--- config.mk ---
export PLATFORM = sky130hd
export DESIGN_NAME = inst_mem_sync_flat
export DESIGN_NICKNAME = d
export VERILOG_FILES = /design/src/rtl/inst_mem_sync_if.sv /design/src/rtl/inst_mem_sync.sv /design/src/flat_wrapper.sv
export SDC_FILE = /design/constraint.sdc
export NUM_CORES = 2
export LEC_CHECK = 0
export CAP_MARGIN = 30
export CORE_MARGIN = 2
export CORE_UTILIZATION = 40
export CTS_BUF_LIST = sky130_fd_sc_hd__clkbuf_2
export DETAILED_ROUTE_END_ITERATION = 12
export DONT_BUFFER_PORTS = 1
export MAX_ROUTING_LAYER = met4
export PLACE_DENSITY = 0.59
export SLEW_MARGIN = 10
export SYNTH_ARGS = -nofsm -noshare
export SYNTH_HDL_FRONTEND = slang
export SYNTH_SLANG_ARGS = --single-unit
--- constraint.sdc ---
create_clock -name clk -period 8.1 [get_ports clk]
set_clock_uncertainty 0.1 [all_clocks]
set_input_delay 1.62 -clock clk [delete_from_list [all_inputs] [get_ports clk]]
set_output_delay 1.62 -clock clk [all_outputs]
set_load 0.005 [all_outputs]
--- src/rtl/inst_mem_sync_if.sv ---
// rtl/inst_mem_sync_if.sv - fetch and program-load signal bundle for inst_mem_sync
interface inst_mem_sync_if #(
    parameter int ADDR_WIDTH = 6,
    parameter int DATA_WIDTH = 32
);
    logic                  if_req;
    logic                  if_stall;
    logic                  if_flush;
    logic [31:0]           if_pc;
    logic [DATA_WIDTH-1:0] if_inst;
    logic                  if_valid;
    logic                  if_fault;
    logic                  if_par_err;
    logic                  ld_start;
    logic                  ld_valid;
    logic                  ld_last;
    logic [DATA_WIDTH-1:0] ld_data;
    logic                  ld_ready;
    logic                  ld_done;
    logic [ADDR_WIDTH:0]   ld_count;
    logic                  busy;

    modport master (
        output if_req, if_stall, if_flush, if_pc,
        output ld_start, ld_valid, ld_last, ld_data,
        input  if_inst, if_valid, if_fault, if_par_err,
        input  ld_ready, ld_done, ld_count, busy
    );

    modport slave (
        input  if_req, if_stall, if_flush, if_pc,
        input  ld_start, ld_valid, ld_last, ld_data,
        output if_inst, if_valid, if_fault, if_par_err,
        output ld_ready, ld_done, ld_count, busy
    );
endinterface

--- src/rtl/inst_mem_sync.sv ---
// rtl/inst_mem_sync.sv - sync-read instruction memory with registered fetch port and sequential load FSM
// Optional word parity enabled by defining INSTMEM_PARITY_EN.
module inst_mem_sync #(
    parameter int                    ADDR_WIDTH = 6,
    parameter int                    DATA_WIDTH = 32,
    parameter logic [DATA_WIDTH-1:0] NOP_WORD   = 32'h00000013
) (
    input  logic           clk,
    input  logic           rst_n,
    inst_mem_sync_if.slave bus
);
    localparam int DEPTH = 2 ** ADDR_WIDTH;
`ifdef INSTMEM_PARITY_EN
    localparam int                MEM_W     = DATA_WIDTH + 1;
    localparam logic [MEM_W-1:0] INIT_WORD = {^NOP_WORD, NOP_WORD};
`else
    localparam int                MEM_W     = DATA_WIDTH;
    localparam logic [MEM_W-1:0] INIT_WORD = NOP_WORD;
`endif

    typedef enum logic [1:0] {
        S_IDLE,
        S_LOAD,
        S_DONE
    } state_t;

    state_t                state_q, state_d;
    logic [ADDR_WIDTH:0]   ld_count_q, ld_count_d;
    logic [DATA_WIDTH-1:0] inst_q, inst_d;
    logic                  valid_q, valid_d;
    logic                  fault_q, fault_d;
    logic                  par_err_q, par_err_d;

    // Array starts out as all bubbles so fetches before any load are harmless.
    logic [MEM_W-1:0] mem [DEPTH] = '{default: INIT_WORD};

    logic                  ld_fire;
    logic                  last_slot;
    logic [ADDR_WIDTH-1:0] wr_index;
    logic [ADDR_WIDTH-1:0] rd_index;
    logic [MEM_W-1:0]      wr_word;
    logic [MEM_W-1:0]      rd_word;
    logic                  pc_fault;
    logic                  par_bad;

    assign ld_fire   = (state_q == S_LOAD) && bus.ld_valid;
    assign wr_index  = ld_count_q[ADDR_WIDTH-1:0];
    assign last_slot = (ld_count_q == (ADDR_WIDTH + 1)'(DEPTH - 1));
    assign rd_index  = bus.if_pc[ADDR_WIDTH+1:2];
    assign rd_word   = mem[rd_index];
    assign pc_fault  = (|bus.if_pc[1:0]) || (|bus.if_pc[31:ADDR_WIDTH+2]);

`ifdef INSTMEM_PARITY_EN
    assign wr_word = {^bus.ld_data, bus.ld_data};
    assign par_bad = (^rd_word[DATA_WIDTH-1:0]) != rd_word[DATA_WIDTH];
`else
    assign wr_word = bus.ld_data;
    assign par_bad = 1'b0;
`endif

    always_ff @(posedge clk) begin
        if (ld_fire) begin
            mem[wr_index] <= wr_word;
        end
    end

    always_ff @(posedge clk or negedge rst_n) begin
        if (!rst_n) begin
            state_q    <= S_IDLE;
            ld_count_q <= '0;
            inst_q     <= NOP_WORD;
            valid_q    <= 1'b0;
            fault_q    <= 1'b0;
            par_err_q  <= 1'b0;
        end else begin
            state_q    <= state_d;
            ld_count_q <= ld_count_d;
            inst_q     <= inst_d;
            valid_q    <= valid_d;
            fault_q    <= fault_d;
            par_err_q  <= par_err_d;
        end
    end

    always_comb begin
        state_d    = state_q;
        ld_count_d = ld_count_q;
        case (state_q)
            S_IDLE: begin
                if (bus.ld_start) begin
                    state_d    = S_LOAD;
                    ld_count_d = '0;
                end
            end
            S_LOAD: begin
                if (bus.ld_valid) begin
                    ld_count_d = ld_count_q + 1'b1;
                    // Stopping at the top slot keeps the write index from wrapping.
                    if (bus.ld_last || last_slot) begin
                        state_d = S_DONE;
                    end
                end
            end
            S_DONE:  state_d = S_IDLE;
            default: state_d = S_IDLE;
        endcase
    end

    // A starting load owns the cycle, so a coincident fetch becomes a bubble.
    always_comb begin
        inst_d    = inst_q;
        valid_d   = valid_q;
        fault_d   = fault_q;
        par_err_d = par_err_q;
        if (bus.if_flush || (state_q != S_IDLE) || bus.ld_start) begin
            inst_d    = NOP_WORD;
            valid_d   = 1'b0;
            fault_d   = 1'b0;
            par_err_d = 1'b0;
        end else if (bus.if_stall) begin
            inst_d = inst_q;
        end else if (!bus.if_req) begin
            inst_d    = NOP_WORD;
            valid_d   = 1'b0;
            fault_d   = 1'b0;
            par_err_d = 1'b0;
        end else if (pc_fault || par_bad) begin
            inst_d    = NOP_WORD;
            valid_d   = 1'b1;
            fault_d   = 1'b1;
            par_err_d = !pc_fault && par_bad;
        end else begin
            inst_d    = rd_word[DATA_WIDTH-1:0];
            valid_d   = 1'b1;
            fault_d   = 1'b0;
            par_err_d = 1'b0;
        end
    end

    assign bus.if_inst    = inst_q;
    assign bus.if_valid   = valid_q;
    assign bus.if_fault   = fault_q;
    assign bus.if_par_err = par_err_q;
    assign bus.ld_ready   = (state_q == S_LOAD);
    assign bus.busy       = (state_q == S_LOAD);
    assign bus.ld_done    = (state_q == S_DONE);
    assign bus.ld_count   = ld_count_q;
endmodule

--- src/flat_wrapper.sv ---
// flat-port wrapper written by rule: the top's interface ports become plain ports
module inst_mem_sync_flat 
#(
    parameter int                    ADDR_WIDTH = 6,
    parameter int                    DATA_WIDTH = 32,
    parameter logic [DATA_WIDTH-1:0] NOP_WORD   = 32'h00000013
)
  (clk, rst_n, bus_if_req, bus_if_stall, bus_if_flush, bus_if_pc, bus_ld_start, bus_ld_valid, bus_ld_last, bus_ld_data, bus_if_inst, bus_if_valid, bus_if_fault, bus_if_par_err, bus_ld_ready, bus_ld_done, bus_ld_count, bus_busy);
  inst_mem_sync_if #(.ADDR_WIDTH(ADDR_WIDTH), .DATA_WIDTH(DATA_WIDTH)) bus_i ();
  input  logic clk;
  input  logic rst_n;
  input wire logic [$bits(bus_i.if_req)-1:0] bus_if_req;
  input wire logic [$bits(bus_i.if_stall)-1:0] bus_if_stall;
  input wire logic [$bits(bus_i.if_flush)-1:0] bus_if_flush;
  input wire logic [$bits(bus_i.if_pc)-1:0] bus_if_pc;
  input wire logic [$bits(bus_i.ld_start)-1:0] bus_ld_start;
  input wire logic [$bits(bus_i.ld_valid)-1:0] bus_ld_valid;
  input wire logic [$bits(bus_i.ld_last)-1:0] bus_ld_last;
  input wire logic [$bits(bus_i.ld_data)-1:0] bus_ld_data;
  output wire logic [$bits(bus_i.if_inst)-1:0] bus_if_inst;
  output wire logic [$bits(bus_i.if_valid)-1:0] bus_if_valid;
  output wire logic [$bits(bus_i.if_fault)-1:0] bus_if_fault;
  output wire logic [$bits(bus_i.if_par_err)-1:0] bus_if_par_err;
  output wire logic [$bits(bus_i.ld_ready)-1:0] bus_ld_ready;
  output wire logic [$bits(bus_i.ld_done)-1:0] bus_ld_done;
  output wire logic [$bits(bus_i.ld_count)-1:0] bus_ld_count;
  output wire logic [$bits(bus_i.busy)-1:0] bus_busy;
  assign bus_i.if_req = bus_if_req;
  assign bus_i.if_stall = bus_if_stall;
  assign bus_i.if_flush = bus_if_flush;
  assign bus_i.if_pc = bus_if_pc;
  assign bus_i.ld_start = bus_ld_start;
  assign bus_i.ld_valid = bus_ld_valid;
  assign bus_i.ld_last = bus_ld_last;
  assign bus_i.ld_data = bus_ld_data;
  assign bus_if_inst = bus_i.if_inst;
  assign bus_if_valid = bus_i.if_valid;
  assign bus_if_fault = bus_i.if_fault;
  assign bus_if_par_err = bus_i.if_par_err;
  assign bus_ld_ready = bus_i.ld_ready;
  assign bus_ld_done = bus_i.ld_done;
  assign bus_ld_count = bus_i.ld_count;
  assign bus_busy = bus_i.busy;
  inst_mem_sync #(.ADDR_WIDTH(ADDR_WIDTH), .DATA_WIDTH(DATA_WIDTH), .NOP_WORD(NOP_WORD)) u_core (.clk(clk), .rst_n(rst_n), .bus(bus_i));
endmodule
* Yosys cells after proc, flatten, opt, wreduce, memory -nomap -nowiden
Memories as Yosys holds them, arrays and structs flattened.
Index checks and enable logic that the tools add are counted.
W data, S select, Z words.
** Cells by class
- $add $sub $neg :: 1
- Mux-type cells :: 22
- Equal/unequal tests :: 7
- Reduce and logical (&&, ||, !) cells :: 12
** Operators by type and width (number)
- $mux W32 :: 4
- $reduce_or A24 Y1 :: 1
- $mux W7 :: 2
- $pmux W7 S2 :: 1
- $mux W1 :: 11
- $add A7 B1 Y7 const B :: 1
- $eq A7 B6 Y1 const B :: 1
- $mux W2 :: 3
- $reduce_and A3 Y1 :: 2
- $logic_or A1 B1 Y1 :: 4
- $ne A2 B1 Y1 const B :: 2
- $ne A2 B2 Y1 const B :: 2
- $pmux W2 S2 :: 1
- $reduce_bool A2 Y1 :: 2
- $eq A2 B1 Y1 const B :: 1
- $eq A2 B2 Y1 const B :: 1
- $logic_not A2 Y1 :: 1
- $reduce_or A2 Y1 :: 1
- $logic_and A1 B1 Y1 :: 1
** Word-level totals
- Memory bits (writable) :: 2048
- Register bits :: 44
- Memories kept :: 1
** Memories
- u_core.mem :: depth 64, bits a word 32, rd ports 1, clocked after memory_dff 0, wr ports 1, RTL line inst_mem_sync.sv:35 : logic [MEM_W-1:0] mem [DEPTH] = '{default: INIT_WORD};

* Longest topological paths before layout
- Word-level depth :: 6
- Depth in mapped cells :: 10
- Mapped depth without buffers :: 6

* Worst setup path after synthesis
No wires, ideal clock.
- Path kind :: in2reg
- Start :: input port bus_ld_valid
- End :: memory u_core.mem[63][0] in the netlist's numbering (enable)
- Arrival time :: 3.788 ns
- Required time :: 7.579 ns
- Setup slack :: 3.791 ns
- Path buffers :: 2
- Stages on the path :: 6
- Library setup time :: 0.421 ns
- Cell sequence :: and2_1 -> and2_0 -> clkbuf_1 -> nand3_1 -> clkbuf_1 -> nor2_1
** Between the ends
- Longest elaborated chain between the ends :: 3
** RTL lines
- start, declared :: RTL line flat_wrapper.sv:17 : input wire logic [$bits(bus_i.ld_valid)-1:0] bus_ld_valid;
- $logic_and A1 B1 Y1 :: RTL line inst_mem_sync.sv:46 : assign ld_fire = (state_q == S_LOAD) && bus.ld_valid;
- $mux W1 :: RTL line inst_mem_sync.sv:62 : if (ld_fire) begin
- $mux W1 (implied by the code) :: RTL line inst_mem_sync.sv:63 : mem[wr_index] <= wr_word;
- end, declared :: RTL line inst_mem_sync.sv:35
No other way between the ends.

* Worst setup path after layout
- Start :: register u_core.state_q[0]
- End :: output port bus_ld_ready
** Between the ends
- Longest elaborated chain between the ends :: 1
** RTL lines
- start, declared :: RTL line inst_mem_sync.sv:27 : state_t state_q, state_d;
- start signal, assigned :: RTL line inst_mem_sync.sv:76 : state_q <= state_d;
- $eq A2 B1 Y1
- end, declared :: RTL line flat_wrapper.sv:24 : output wire logic [$bits(bus_i.ld_ready)-1:0] bus_ld_ready;
No other way between the ends.

==> results.sh <==
export IMPL_dpl_cell_area_mm2=0.0836
export IMPL_maxCapViolCount=0
export IMPL_switching_power_uw=4920
export IMPL_firstDrtPassIters=6
export IMPL_portBuffers=0
export IMPL_regArea_mm2=0.0626
export IMPL_finalSetupViolCount=0
export IMPL_setup_worst_path_start="u_core.state_q[0]"
export IMPL_synth_area_top_cells="edfxtp_1, mux4_2, mux2i_1, dfrtp_1, a22oi_1"
export IMPL_swShare=0.246
export IMPL_synth_largest_area_cell="edfxtp_1"
export IMPL_wl_per_cell_um=31.0
export IMPL_holdBufCountCts=81
export IMPL_clock_latency_ns=1.79
export IMPL_synth_most_common_cell="edfxtp_1"
export IMPL_grt_ovfl_total=0
export IMPL_crit_path_start_kind="register"
export IMPL_p_leak_uw=0.0289
export IMPL_synth_edff_count=2048
export IMPL_synth_warnings=0
export IMPL_wirelength_um=223000
export IMPL_setup_worst_path_end="bus_ld_ready"
export IMPL_grt_pass1_wl_um=313000
export IMPL_worst_pin_slew_ns=1.24
export IMPL_ys_seq_elements=2091
export IMPL_clkTransAtPathRegs_ns=0.10
export IMPL_met2WireLength_um=109000
export IMPL_place_hpwl_um=125000
export IMPL_slowest_delay_ns=0.41
export IMPL_layout_drive_gt1_share=0.317
export IMPL_grt_max_degree=475
export IMPL_nFillCells=17000
export IMPL_initial_core_util=0.403
export IMPL_fp_dieArea_mm2=0.202
export IMPL_clockRootBuffer="clkbuf_2"
export IMPL_reg2reg_from="u_core.state_q[0]"
export IMPL_cts_max_path_buffers=4
export IMPL_clock_fmax_mhz=232
export IMPL_cp_arrival_ns=2.59
export IMPL_status="finished, final reports clean"
export IMPL_vias_per_cell=5.72
export IMPL_numCtsBuffers=535
export IMPL_areaGrowthSynthToFinish_pct=12.7
export IMPL_fin_crit_ns=4.31
export IMPL_drc=0
export IMPL_synth_top_area_frac=0.774
export IMPL_antenna_found_initial=13
export IMPL_path_cells="nor2b_1"
export IMPL_cts_sinks=2091
export IMPL_ant_nets=0
export IMPL_share_seq_of_total_power=0.600
export IMPL_end_kind="output port"
export IMPL_pwr_share_clk=0.340
export IMPL_io_pins=117
export IMPL_cts_resized=0
export IMPL_peakVddDrop_mv=0.137
export IMPL_final_hold_viol_count=0
export IMPL_p_per_area_mw_per_mm2=223
export IMPL_synth_commonest_cells="edfxtp_1, mux4_2, mux2i_1, nand2_1, a22oi_1"
export IMPL_r2r_end="u_core.mem[22][9]"
export IMPL_fin_nets=4279
export IMPL_critical_path_buf_inv_count=0
export IMPL_die_x_um=450
export IMPL_slew_headroom=0.172
export IMPL_combPwrFrac=0.059
export IMPL_wl_met3_um=18900
export IMPL_syn_inst=3695
export IMPL_multi_input_area_mm2=0.0165
export IMPL_ys_seq_area_frac=0.787
export IMPL_tns_ns=0
export IMPL_htree_levels=6
export IMPL_hold_path_class="input port to register"
export IMPL_synth_area_mm2=0.0795
export IMPL_crit_family="flip-flops"
export IMPL_vias=41200
export IMPL_grt_pass1_vias=41100
export IMPL_ys_types=53
export IMPL_avgSynthCellArea_um2=21.5
export IMPL_rsz0062_at_grt="false"
export IMPL_r2r_cells=6
export IMPL_track_usage=0.225
export IMPL_core_area_mm2=0.197
export IMPL_synth_fp_nets=3768
export IMPL_top_layer="met4"
export IMPL_drt_initial_drc_count=5026
export IMPL_finalWeightedCongestion=0.873
export IMPL_cts_tree="yes"
export IMPL_crit_required_ns=6.38
export IMPL_drv_slew=0
export IMPL_dieHeight_um=450
export IMPL_critPathSlowestCell="dfrtp_1"
export IMPL_worstSetupPathType="register to output port"
export IMPL_r2r_slack_ns=4.27
export IMPL_num_rows=163
export IMPL_path_depth=1
export IMPL_synth_main_ff_cell="edfxtp_1"
export IMPL_synth_async_reset_ratio=0.0206
export IMPL_critPathMaxFanout=5
export IMPL_p_int_uw=15100
export IMPL_post_route_period_util=0.532
export IMPL_post_cts_buffers=0
export IMPL_design_area_mm2=0.0896
export IMPL_met1_length_um=88000
[layout by cell type, fill, tap and decap left out, types with 20 or more instances in the layout]
cell,instances
buf_16,48
dlygate4sd3_1,48
o21ai_1,41
mux4_2,421
buf_12,20
nor2_1,23
edfxtp_1,2048
dfrtp_1,40
o21ai_0,20
mux2i_1,219
nand3_1,76
o22ai_1,84
clkbuf_2,766
nand2_1,146
nor2_4,68
o31ai_1,22
clkinv_1,85
a211oi_1,56
buf_4,64
a22oi_1,113
[worst min-delay path, stage by stage]
cell,delay (ns)
o21ai_1,0.09
o31ai_1,0.20
o21ai_1,0.07
[worst min-delay path by stage]
stage	cells after the start	to	from	slack, ns
after floorplan	2	u_core.bus.if_valid	u_core.bus.if_valid	0.37
after global placement	2	u_core.bus.if_valid	u_core.bus.if_valid	0.40
after detailed placement	2	u_core.bus.if_valid	u_core.bus.if_valid	0.42
after CTS	4	u_core.bus.if_inst[30]	bus_if_pc[3]	0.004
after global routing	3	u_core.bus.if_inst[21]	bus_if_pc[4]	0.10
final	3	u_core.bus.if_inst[21]	bus_if_pc[4]	0.23
[cell families (layout without fill, tap and decap cells)]
kind of cell | after synthesis | in the layout | share of synthesized area
compound gates | 376 | 376 | 0.0323
simple gates | 367 | 367 | 0.0204
other cells | 1 | 16 | 0.0000472
buf+inv | 211 | 1063 | 0.0121
flops | 2091 | 2091 | 0.787
mux | 644 | 644 | 0.147
fa+ha+maj | 1 | 1 | 0.000157
xor+xnor | 4 | 4 | 0.000441
[cell type report]
class,instances,share of cell area
Antenna cell,15,0.000419
Clock inverter,112,0.00672
Multi-Input combinational cell,1393,0.185
Timing Repair Buffer,183,0.0302
Clock buffer,766,0.0428
Inverter,2,0.0000838
Tap cell,2640,0.0369
Sequential cell,2091,0.698
[stage by stage]
| stage | hold WS, ns | total power (uW) | setup slack (ns) | utilization | instances |
|---|---|---|---|---|---|
| 5_1_grt | 0.103 | 20700 | 3.56 | 0.454 | 7198 |
| 3_3_place_gp | 0.402 | 13000 | 3.18 | 0.420 | 6190 |
| 6_report | 0.233 | 20000 | 3.79 | 0.454 | 7202 |
| 3_5_place_dp | 0.415 | 13000 | 3.65 | 0.423 | 6221 |
| 2_1_floorplan | 0.371 | 12800 | 3.79 | - | 3695 |
| 4_1_cts | 0.00371 | 20000 | 3.58 | 0.453 | 7180 |
[layer usage]
layer | vias to the layer above | GRT usage
met1 | 21800 | 0.293
met4 | 0 | 0.0843
li1 | 16900 | -
met3 | 370 | 0.0505
met2 | 2121 | 0.346
met5 | - | -
[registers in the layout, summed over array words and instances (netlist names)]
name	cells
u_core.mem	2048
u_core.state_q	2
u_core.bus.if_inst	32
u_core.bus.if_fault	1
u_core.bus.if_valid	1
u_core.bus.ld_count	7
[power by group through the flow]
stage | Combinational [uW] | Sequential, uW | Clock [uW]
after floorplan | 594 | 12200 | 0
after global placement | 756 | 12200 | 0
after detailed placement | 763 | 12200 | 0
after CTS | 1060 | 12000 | 6980
after global routing | 1240 | 12000 | 7490
final | 1190 | 12000 | 6800
(Power assumes the default switching activity.)
